===== src/rtl/pi_loop_seq_pkg.sv =====
// pi_loop_seq_pkg: shared state encoding and saturation limit helpers for the
// PI loop sequencer and its saturation watcher.
package pi_loop_seq_pkg;

    // Encoding is visible on the state output: 0 IDLE, 1 RAMP, 2 LOCK, 3 TRIP.
    typedef enum logic [1:0] {
        StIdle = 2'd0,
        StRamp = 2'd1,
        StLock = 2'd2,
        StTrip = 2'd3
    } seq_state_e;

    // Largest positive value of a signed word of width dw.
    function automatic int sat_pos_max(input int unsigned dw);
        return (1 << (dw - 1)) - 1;
    endfunction

    // Most negative value of a signed word of width dw.
    function automatic int sat_neg_max(input int unsigned dw);
        return -(1 << (dw - 1));
    endfunction

endpackage


===== src/rtl/pi_sat_watch.sv =====
// pi_sat_watch: counts consecutive saturated PI X outputs while the loop is
// closing or closed and requests a trip when the count reaches the limit.
// Only built when PI_LOOP_SEQ_SATTRIP_EN is defined.
`ifdef PI_LOOP_SEQ_SATTRIP_EN
module pi_sat_watch
    import pi_loop_seq_pkg::*;
#(
    parameter int unsigned DW = 18,
    parameter int unsigned SW = 16
) (
    input  logic          clk,
    input  logic          rst,
    input  logic          i_active,
    input  logic          i_tick,
    input  logic [DW-1:0] i_pi_out_d,
    input  logic [SW-1:0] i_sat_limit,
    output logic          o_trip_req
);

    localparam logic [DW-1:0] PosMax = DW'(sat_pos_max(DW));
    localparam logic [DW-1:0] NegMax = DW'(sat_neg_max(DW));

    logic [SW-1:0] r_cnt;
    logic [SW-1:0] w_cnt_next;
    logic          w_sat;

    assign w_sat = (i_pi_out_d == PosMax) || (i_pi_out_d == NegMax);

    // Count sticks at all-ones rather than wrapping back to a small value.
    assign w_cnt_next = w_sat ? ((&r_cnt) ? r_cnt : r_cnt + SW'(1)) : '0;

    // Combinational so the sequencer can act on the same tick edge.
    assign o_trip_req = i_active && i_tick && w_sat && (i_sat_limit != '0) &&
                        (w_cnt_next == i_sat_limit);

    // Consecutive-saturation counter; forced to zero outside RAMP/LOCK.
    always_ff @(posedge clk) begin
        if (rst) begin
            r_cnt <= '0;
        end else if (!i_active) begin
            r_cnt <= '0;
        end else if (i_tick) begin
            r_cnt <= w_cnt_next;
        end
    end

endmodule
`endif


===== src/rtl/pi_loop_seq.sv =====
// pi_loop_seq: brings the X/Y PI loop from open loop to closed loop. Holds the
// integrator cleared in IDLE, ramps the X setpoint to target one step per PI
// update, then locks. With PI_LOOP_SEQ_SATTRIP_EN defined, sustained output
// saturation trips the loop back to the zeroed state; otherwise TRIP is
// unreachable and tripped stays low.
module pi_loop_seq
    import pi_loop_seq_pkg::*;
#(
    parameter int unsigned DW = 18,
    parameter int unsigned SW = 16  // must be narrower than DW + 1
) (
    input  logic          clk,
    input  logic          rst,
    input  logic          run,
    input  logic [DW-1:0] x_target,
    input  logic [DW-1:0] y_target,
    input  logic [SW-1:0] ramp_step,
    input  logic [SW-1:0] sat_limit,
    input  logic [DW-1:0] pi_out_d,
    input  logic          pi_out_strobe,
    output logic          zerome,
    output logic [DW-1:0] x_set,
    output logic [DW-1:0] y_set,
    output logic [1:0]    state,
    output logic          tripped,
    output logic          locked
);

    seq_state_e    r_state;
    logic          r_zerome;
    logic          r_tripped;
    logic          r_locked;
    logic [DW-1:0] r_x_set;
    logic [DW-1:0] r_y_set;

    logic [DW:0]   w_diff;
    logic [DW:0]   w_mag;
    logic [DW:0]   w_step_ext;
    logic [DW-1:0] w_x_step;
    logic          w_diff_neg;
    logic          w_jump;
    logic          w_active;
    logic          w_trip;

    assign w_active = (r_state == StRamp) || (r_state == StLock);

    // Difference taken one bit wider so it can never overflow.
    assign w_diff     = {x_target[DW-1], x_target} - {r_x_set[DW-1], r_x_set};
    assign w_diff_neg = w_diff[DW];
    assign w_mag      = w_diff_neg ? -w_diff : w_diff;
    assign w_step_ext = {{(DW + 1 - SW){1'b0}}, ramp_step};
    assign w_jump     = (ramp_step == '0) || (w_mag <= w_step_ext);

    // Only used when |d| > step, so the result lies strictly between x_set
    // and x_target: no overshoot and no wrap.
    assign w_x_step = w_diff_neg ? (r_x_set - DW'(ramp_step)) : (r_x_set + DW'(ramp_step));

`ifdef PI_LOOP_SEQ_SATTRIP_EN
    pi_sat_watch #(
        .DW(DW),
        .SW(SW)
    ) u_sat_watch (
        .clk        (clk),
        .rst        (rst),
        .i_active   (w_active),
        .i_tick     (pi_out_strobe),
        .i_pi_out_d (pi_out_d),
        .i_sat_limit(sat_limit),
        .o_trip_req (w_trip)
    );
`else
    logic w_unused_sat;
    assign w_unused_sat = ^{sat_limit, pi_out_d};
    assign w_trip       = 1'b0;
`endif

    // Sequencer FSM with registered outputs; run=0 beats trip beats ramp/lock.
    always_ff @(posedge clk) begin
        if (rst) begin
            r_state   <= StIdle;
            r_zerome  <= 1'b1;
            r_tripped <= 1'b0;
            r_locked  <= 1'b0;
            r_x_set   <= '0;
            r_y_set   <= '0;
        end else begin
            r_y_set <= y_target;
            case (r_state)
                StIdle: begin
                    r_zerome <= 1'b1;
                    r_x_set  <= '0;
                    if (run) begin
                        r_state  <= StRamp;
                        r_zerome <= 1'b0;
                    end
                end
                StRamp: begin
                    if (!run) begin
                        r_state  <= StIdle;
                        r_zerome <= 1'b1;
                        r_x_set  <= '0;
                    end else if (w_trip) begin
                        r_state   <= StTrip;
                        r_zerome  <= 1'b1;
                        r_tripped <= 1'b1;
                    end else if (pi_out_strobe) begin
                        if (w_jump) begin
                            r_x_set  <= x_target;
                            r_state  <= StLock;
                            r_locked <= 1'b1;
                        end else begin
                            r_x_set <= w_x_step;
                        end
                    end
                end
                StLock: begin
                    if (!run) begin
                        r_state  <= StIdle;
                        r_zerome <= 1'b1;
                        r_locked <= 1'b0;
                        r_x_set  <= '0;
                    end else if (w_trip) begin
                        r_state   <= StTrip;
                        r_zerome  <= 1'b1;
                        r_locked  <= 1'b0;
                        r_tripped <= 1'b1;
                    end else if (pi_out_strobe && (x_target != r_x_set)) begin
                        // Re-enter RAMP without stepping on this tick.
                        r_state  <= StRamp;
                        r_locked <= 1'b0;
                    end
                end
                StTrip: begin
                    if (!run) begin
                        r_state   <= StIdle;
                        r_tripped <= 1'b0;
                        r_x_set   <= '0;
                    end
                end
                default: begin
                    r_state   <= StIdle;
                    r_zerome  <= 1'b1;
                    r_tripped <= 1'b0;
                    r_locked  <= 1'b0;
                    r_x_set   <= '0;
                end
            endcase
        end
    end

    assign zerome  = r_zerome;
    assign x_set   = r_x_set;
    assign y_set   = r_y_set;
    assign state   = r_state;
    assign tripped = r_tripped;
    assign locked  = r_locked;

endmodule


===== config.mk =====
export PLATFORM = sky130hd
export DESIGN_NAME = pi_loop_seq
export DESIGN_NICKNAME = d
export VERILOG_FILES = /design/src/rtl/pi_loop_seq_pkg.sv /design/src/rtl/pi_sat_watch.sv /design/src/rtl/pi_loop_seq.sv
export SDC_FILE = /design/constraint.sdc
export NUM_CORES = 1
export LEC_CHECK = 0
export ABC_AREA = 1
export CAP_MARGIN = 20
export CORE_ASPECT_RATIO = 1.25
export CORE_MARGIN = 2
export CORE_UTILIZATION = 55
export CTS_BUF_LIST = sky130_fd_sc_hd__clkbuf_16
export DETAILED_ROUTE_END_ITERATION = 8
export PLACE_DENSITY = 0.89
export SYNTH_ARGS = -nofsm -noshare
export SYNTH_HDL_FRONTEND = slang
export SYNTH_SLANG_ARGS = --single-unit

===== constraint.sdc =====
create_clock -name clk -period 8.4 [get_ports clk]
set_input_delay 1.68 -clock clk [delete_from_list [all_inputs] [get_ports clk]]
set_output_delay 1.68 -clock clk [all_outputs]
set_load 0.02 [all_outputs]

## Word-level counts from Yosys, hierarchy flattened

Cells that the tools add are included.

- Register bits after elaboration: 40
- Output and inout bits: 41
- Word-level logic and storage cells: 60

- Add/subtract/negate cells: 4
- Magnitude comparators: 1
- Eq/ne operators: 14
- Multiplexer cells: 24
- Reductions and logical operators: 12

Operator list:

| kind | count |
|---|---|
| $mux 18 | 5 |
| $pmux 18 s3 | 1 |
| $le 19x16->1 | 1 |
| $mux 19 | 1 |
| $neg 19->19 | 1 |
| $sub 18x18->19 | 1 |
| $add 18x16->18 | 1 |
| $ne 18x18->1 | 1 |
| $sub 18x16->18 | 1 |
| $logic_not 16->1 | 1 |
| $mux 2 | 7 |
| $ne 2x2->1 const B | 7 |
| $reduce_and 5->1 | 2 |
| $pmux 2 s4 | 1 |
| $mux 1 | 7 |
| $ne 3x3->1 const B | 2 |
| $eq 2x2->1 const B | 2 |
| $pmux 1 s2 | 2 |
| $reduce_and 2->1 | 2 |
| $reduce_bool 2->1 | 2 |
| $reduce_or 2->1 | 2 |
| $ne 3x2->1 const B | 1 |
| $eq 2x1->1 const B | 1 |
| $logic_not 2->1 | 1 |
| other kinds (2) | 2 |

## Depth between registers and ports, before layout

Gate-level depths: netlist (run 1).

- Word-level depth: 9
- Mapped depth: 35

## Worst setup path after synthesis (run 1)

Ideal clock, no wire load.

- Path kind: in2reg
- Start point: in x_target[0]
- End point: reg r_x_set[14] (netlist: x_set[14])
- Setup time: 0.140 ns
- Arrival: 5.221 ns
- Data required time: 8.260 ns
- Slack: 3.038 ns
- Stages on the path: 27
- Buffers on the path: 2
- Path through: inv_1 > ha_1 > inv_1 > fa_1 > nand3_1 > nand3_1 > nand3_1 > nand3_1 > nand2_2 > buf_6 > clkbuf_1 > nand2_1 > o21ai_0 > inv_1 > fa_1 > inv_1 > a31oi_1 > o21ai_0 > a31oi_1 > o21ai_0 > nand2_1 > nand2_1 > nand2_1 > nand2_1 > nand3_1 > nand3_1 > a21oi_2

- Longest elaborated chain between the ends: 9
- Elaborated cells between the ends (all ways): 10
- Classes of those cells: add/sub: 2; order compare: 1; mux: 6; reduce/logical: 1

Ends and longest elaborated chain:

| element | RTL line | RTL |
|---|---|---|
| from (decl) | pi_loop_seq.sv:15 | `input logic [DW-1:0] x_target,` |
| $sub 18x18->19 * | pi_loop_seq.sv:48 | `assign w_diff = {x_target[DW-1], x_target} - {r_x_set[DW-1], r_x_set};` |
| $neg 19->19 | pi_loop_seq.sv:50 | `assign w_mag = w_diff_neg ? -w_diff : w_diff;` |
| $mux 19 | pi_loop_seq.sv:50 |  |
| $le 19x16->1 | pi_loop_seq.sv:52 | `assign w_jump = (ramp_step == '0) \|\| (w_mag <= w_step_ext);` |
| $logic_or 1x1->1 | pi_loop_seq.sv:52 |  |
| $mux 18 * | pi_loop_seq.sv:107 | `if (w_jump) begin` |
| $mux 18 * | pi_loop_seq.sv:106 | `end else if (pi_out_strobe) begin` |
| $mux 18 * | pi_loop_seq.sv:98 | `if (!run) begin` |
| $pmux 18 s3 * | pi_loop_seq.sv:88 | `case (r_state)` |
| to (signal assigned) | pi_loop_seq.sv:108 | `r_x_set <= x_target;` |
| to (signal assigned) | pi_loop_seq.sv:112 | `r_x_set <= w_x_step;` |
| to (decl) | pi_loop_seq.sv:33 | `logic [DW-1:0] r_x_set;` |

Mark *: on every way between the ends. The rest lies on a longest branch, timed or not. The select of a mux whose other input is x is not followed.
A chain may end at the register's enable or synchronous reset.

## Worst setup path after layout (run 1)

- Start point: in x_target[7]
- End point: reg r_x_set[13] (netlist: x_set[13])

Same word-level chain as after synthesis.

==> flow_summary.ini, run 1 <==
[critical_path]
cp_max_fo = 22
critPathTopFamily = simple AND/OR/NAND/NOR gates
worst_setup_path_end_kind = register
reg2regPathDepth = 31
critPathBufInv = 3
timing.rr.start = x_set[9]
critPathArrivalTime_ns = 6.69
reg2reg_setup_slack_ns = 3.33
worstSetupPathType = in -> reg
slowest_stage = clkdlybuf4s50_1
slowest_delay_ns = 0.49
cp.required_ns = 8.62
regToRegEndpoint = x_set[13]
worst_setup_path_start_kind = input port
cp.depth = 31
crit_top_cell = nand2_1
cp-startpoint = x_target[7]
crit_end = x_set[13]

[logic_synthesis]
yosys_warnings = 0
synth_fp_nets = 1001
synth_edf_count = 0
synth-seq-area-share_pct = 15.77
avgSynthCellArea_sq_um = 5.959
syn_inst = 852
synth_area_sq_mm = 0.005077
async_reset_ff_share_pct = 0
ys_seq_elements = 40
yosysUniqueCellTypes = 40
synthFlopType = dfxtp_1

[floorplanning]
die_h_um = 111.4
start_util_pct = 55.94
io_pins = 131
die_w_um = 89.94
coreArea_sq_mm = 0.009076
core.rowCount = 39
die-area_sq_mm = 0.01002

[job]
cap_violations = 0

[clocking]
cts_tree = built
post-cts-setup-buffers = 0
hold_buffers = 0
cts-buffers-inserted = 5
cts.repair.resized = 0
h-tree-depth = 2
cts_root_buf = clkbuf_16
cts_num_sinks = 40
clk_latency_ns = 0.29
cts_buffer_depth = 2
cts.clk_slew.worst_paths_ns = 0.06

[sta]
period_needed_ns = 6.474
timing.final.crit_share_pct = 77.07
rsz0062_at_grt = false
hold_slack_ns = 0.4929
skew_ns = 0.004409
finalHoldViolations = 0
max_freq_mhz = 154.5
fin_setup_tns_ns = 0
relSlewSlack_pct = 42.88
tightest_slew_ns = 0.8548
slew_violations = 0
setup_violations = 0

[placed_design]
dp_hpwl_um = 11630
portBuffers = 95
place.gp.congestion = 0.9549
dp.cells = 1055

[global_routing]
grt_pass1_vias = 5351
grt_max_degree = 40
grt_usage_pct = 27.96
grt_pass1_wl_um = 23110
antenna_found_initial = 0
overflow = 0

[final_layout]
area_growth_pct = 22.77
drive_above_1_share_pct = 4.468
n_antenna_cell = 0
nNetsFinal = 1088
final_cell_count_no_fill = 1063
fin_util_pct = 68.68
final_common_cell = nand2_1
final_cell_mix = nand2_1 (226), inv_1 (162), clkdlybuf4s50_1 (95)

[detailed_routing]
via_per_inst = 5.212
dr_total_vias = 5540
drc = 0
wl_per_cell_um = 13.21
dr.first_iter.drc_count = 281
ant_nets = 0
drt_wl_total_um = 14050
drtPass1Iterations = 7

[power_and_ir_drop]
powerDensity_mw_per_mm2 = 181.6
power.leakage_nw = 3.197
irDropWorstVdd_uv = 151.9

[min_path]
hold_start = zerome
hp-class = reg -> reg

[run_status]
outcome = complete, no violations
## registers in the layout (all words and copies together), names as in the netlist
signal and cells:
x_set 18, y_set 18, state 2, locked 1
zerome 1
## worst reg2reg max path: cells and delay by family (launching register included)
| family | cells | cell delay [ns] |
|---|---|---|
| xor+xnor | 1 | 0.14 |
| buf+inv | 3 | 0.42 |
| simple gates | 22 | 2.80 |
| compound gates | 3 | 0.51 |
| flops | 1 | 0.44 |
| fa+ha+maj | 2 | 0.67 |
## metrics by stage
| step | area [sq um] | setup WS [ns] | power (mW) |
|---|---|---|---|
| after floorplan | 5077 | 3.038 | 0.7720 |
| after global routing | 6233 | 1.485 | 1.238 |
| after detailed placement | 6093 | 1.788 | 0.9403 |
| after CTS | 6233 | 2.048 | 1.130 |
| final | 6233 | 1.926 | 1.132 |
| after global placement | 6093 | 1.854 | 0.9263 |
## power by group
| part | switching, mW | leakage [nW] | internal, mW |
|---|---|---|---|
| Clock | 0.0757 | 0.0687 | 0.108 |
| Combinational | 0.448 | 2.80 | 0.278 |
| Sequential | 0.0164 | 0.329 | 0.206 |
## synth_stat cells (2+ instances only)
library cell	instances	area, sq um
nand2_1	226	848.3
inv_1	161	604.3
nand3_1	76	380.4
nor2_1	76	285.3
ha_1	57	713.2
a21oi_1	51	255.2
dfxtp_1	40	800.8
xor2_1	37	324.1
o21ai_0	18	90.09
nand4_1	12	75.07
a21oi_2	10	87.58
nor3_1	10	50.05
clkbuf_1	9	33.78
nand2_2	9	56.30
xnor2_1	8	70.07
inv_2	6	22.52
buf_6	4	45.04
nor2_2	4	25.02
a31oi_1	3	18.77
and2_1	3	18.77
nand3_2	3	30.03
nand3b_1	3	22.52
o21a_1	3	22.52
a211oi_1	2	15.01
a21o_1	2	15.01
buf_2	2	10.01
clkinv_1	2	7.510
fa_1	2	40.04
nor4_1	2	12.51
## logic make-up (layout without fill, tap and decap cells)
group / after synthesis / in the layout / synth area share (%)
AOI/OAI and AO/OA: 95 / 95 / 10.87
xor gates and xnor gates: 46 / 46 / 8.083
adders and majority gates: 59 / 59 / 14.83
buffers and inverters: 185 / 273 / 14.39
DFF: 40 / 40 / 15.77
other: 1 / 1 / 0.07386
and+or+nand+nor: 426 / 426 / 35.98
## per-layer routing
metal / track usage (%) / vias to the layer above / part of all wire (%)
met3: 5.007 / 53 / 5.7
met4: 14.26 / 0 / 4.0
met2: 52.07 / 192 / 50
met1: 30.15 / 2454 / 41
li1: - / 2841 / -
met5: 0 / - / 0
## worst min-delay path by stage
stage / endpoint / cells after the start
floorplan: zerome / 2
global placement: zerome / 2
detailed placement: zerome / 2
CTS: zerome / 2
global route: x_set[17] / 2
finish: zerome / 2
## cell type report
cell class / instances / area (sq um)
clock buffers: 5 / 125.1
repair buffers: 96 / 958.4
fillers: 831 / 2843
clock inverters: 3 / 15.01
well taps: 123 / 153.9
inverters: 169 / 634.4
multi-input cells: 627 / 3546
flip-flops and latches: 40 / 800.8
Note: power is estimated with default switching activity, not from simulation.
==> run 2: changes to the inputs <==
--- a/config.mk
+++ b/config.mk
@@ -9,10 +9,10 @@
 export CAP_MARGIN = 20
 export CORE_ASPECT_RATIO = 1.25
 export CORE_MARGIN = 2
-export CORE_UTILIZATION = 55
+export CORE_UTILIZATION = 51
 export CTS_BUF_LIST = sky130_fd_sc_hd__clkbuf_16
 export DETAILED_ROUTE_END_ITERATION = 8
-export PLACE_DENSITY = 0.89
+export PLACE_DENSITY = 0.83
 export SYNTH_ARGS = -nofsm -noshare
 export SYNTH_HDL_FRONTEND = slang
 export SYNTH_SLANG_ARGS = --single-unit
==> constraint.sdc (replaced) <==
create_clock -name clk -period 6.78 [get_ports clk]
set_input_delay 1.356 -clock clk [delete_from_list [all_inputs] [get_ports clk]]
set_output_delay 1.356 -clock clk [all_outputs]
set_load 0.02 [all_outputs]
==> run 2 against run 1 <==
Flip-flop and latch count did not move. Cell area rose by 0.30%. Sequential power rose by 24%. Critical path type unchanged. Core utilization fell by 4.0 points.
==> flow_summary.ini, run 2 (synthesized netlist as in run 1, its figures left out) <==
[detailed_routing]
dr_total_vias = 5499
drc = 0
via_per_inst = 5.149
wl_per_cell_um = 13.26
dr.first_iter.drc_count = 252
ant_nets = 0
drtPass1Iterations = 5
drt_wl_total_um = 14160

[final_layout]
fin_util_pct = 64.73
final_cell_mix = nand2_1 (226), inv_1 (161), clkdlybuf4s50_1 (95)
nFillCells = 942
n_antenna_cell = 0
final_area_sq_mm = 0.006252
drive_above_1_share_pct = 4.671
final_common_cell = nand2_1
area_growth_pct = 23.14
nNetsFinal = 1091

[global_routing]
grt_pass1_vias = 5209
overflow = 0
grt_pass1_wl_um = 23340
grt_usage_pct = 27.00
antenna_found_initial = 0
grt_max_degree = 40

[critical_path]
worst_setup_path_start_kind = input port
crit_top_cell = nand2_1
worst_setup_path_end_kind = register
cp.required_ns = 7.00
cp_max_fo = 18
critPathArrivalTime_ns = 6.11
worstSetupPathType = in -> reg
critPathTopFamily = simple AND/OR/NAND/NOR gates
slowest_stage = clkdlybuf4s50_1
slowest_delay_ns = 0.48
cp-startpoint = x_target[7]
critPathBufInv = 4
timing.rr.start = x_set[8]

[min_path]
hp-class = reg -> reg
hold_start = locked

[clocking]
cts.clk_slew.worst_paths_ns = 0.05
cts_num_sinks = 40
cts-buffers-inserted = 5
h-tree-depth = 2
cts_tree = built
hold_buffers = 0
cts.repair.resized = 0
clk_latency_ns = 0.29
cts_root_buf = clkbuf_16
post-cts-setup-buffers = 0
cts_buffer_depth = 2

[sta]
hold_slack_ns = 0.4882
fin_setup_tns_ns = 0
skew_ns = 0.006028
setup_violations = 0
relSlewSlack_pct = 61.51
timing.final.crit_share_pct = 86.84
slew_violations = 0
rsz0062_at_grt = false
fin_ws_ns = 0.8926
tightest_slew_ns = 0.5738
max_freq_mhz = 169.9
period_needed_ns = 5.887
finalHoldViolations = 0

[floorplanning]
die-area_sq_mm = 0.01077
die_h_um = 115.6
io_pins = 131
die_w_um = 93.25
start_util_pct = 52.56
core.rowCount = 40
coreArea_sq_mm = 0.009659

[power_and_ir_drop]
irDropWorstVdd_uv = 181.1
powerDensity_mw_per_mm2 = 224.7
power.leakage_nw = 3.207

[run_status]
outcome = complete, no violations

[job]
cap_violations = 0

[placed_design]
portBuffers = 95
place.gp.congestion = 0.9595
dp_hpwl_um = 11820
place_ws_ns = 0.7454
dpl_cell_area_sq_mm = 0.006120
run 2: cell types whose count changed in the layout (fill, tap and decap cells not counted):
cell | before | now
inv_1 | 162 | 161
clkinv_1 | 3 | 4
clkinvlp_4 | 1 | 0
buf_4 | 1 | 4
run 2: worst paths after layout:
path,endpoint,slack (ns),depth (start not counted)
setup / recovery,state[1],0.89,32
hold / removal,locked,0.49,2
setup reg to reg,state[1],1.98,32
hold reg to reg,locked,0.49,2
run 2: metrics by stage:
| step | instances | total power, mW |
|---|---|---|
| after floorplan | 852 | 0.9564 |
| after global routing | 1068 | 1.537 |
| after detailed placement | 1061 | 1.177 |
| final | 1068 | 1.405 |
| after CTS | 1068 | 1.402 |
| after global placement | 1061 | 1.160 |
run 2: power by group:
part | switching [mW] | total, mW | internal, mW
registers | 0.0205 | 0.276 | 0.256
clock network | 0.0891 | 0.221 | 0.131
logic | 0.558 | 0.908 | 0.350
run 2: worst register-to-register path: cells and delay by family (launching register included):
kind / cells / cell delay (ns)
buffers and inverters: 4 / 0.61
xor gates and xnor gates: 1 / 0.14
AOI/OAI and AO/OA: 3 / 0.44
DFF: 1 / 0.45
and+or+nand+nor: 22 / 2.42
adders and majority gates: 2 / 0.67
run 2: cell type report:
class	count	area (sq um)	area share (%)
well taps	126	157.7	2.522
flip-flops and latches	40	800.8	12.81
repair buffers	99	980.9	15.69
inverters	169	634.4	10.15
multi-input cells	627	3546	56.71
clock inverters	2	7.507	0.1201
clock buffers	5	125.1	2.001
run 2: routing by layer:
layer | global-route usage [%] | part of all wire [%] | vias to the layer above
li1 | - | - | 2851
met1 | 30.72 | 40 | 2428
met2 | 49.98 | 50 | 187
met3 | 4.876 | 6.8 | 33
met4 | 10.00 | 2.9 | 0
met5 | 0 | 0 | -
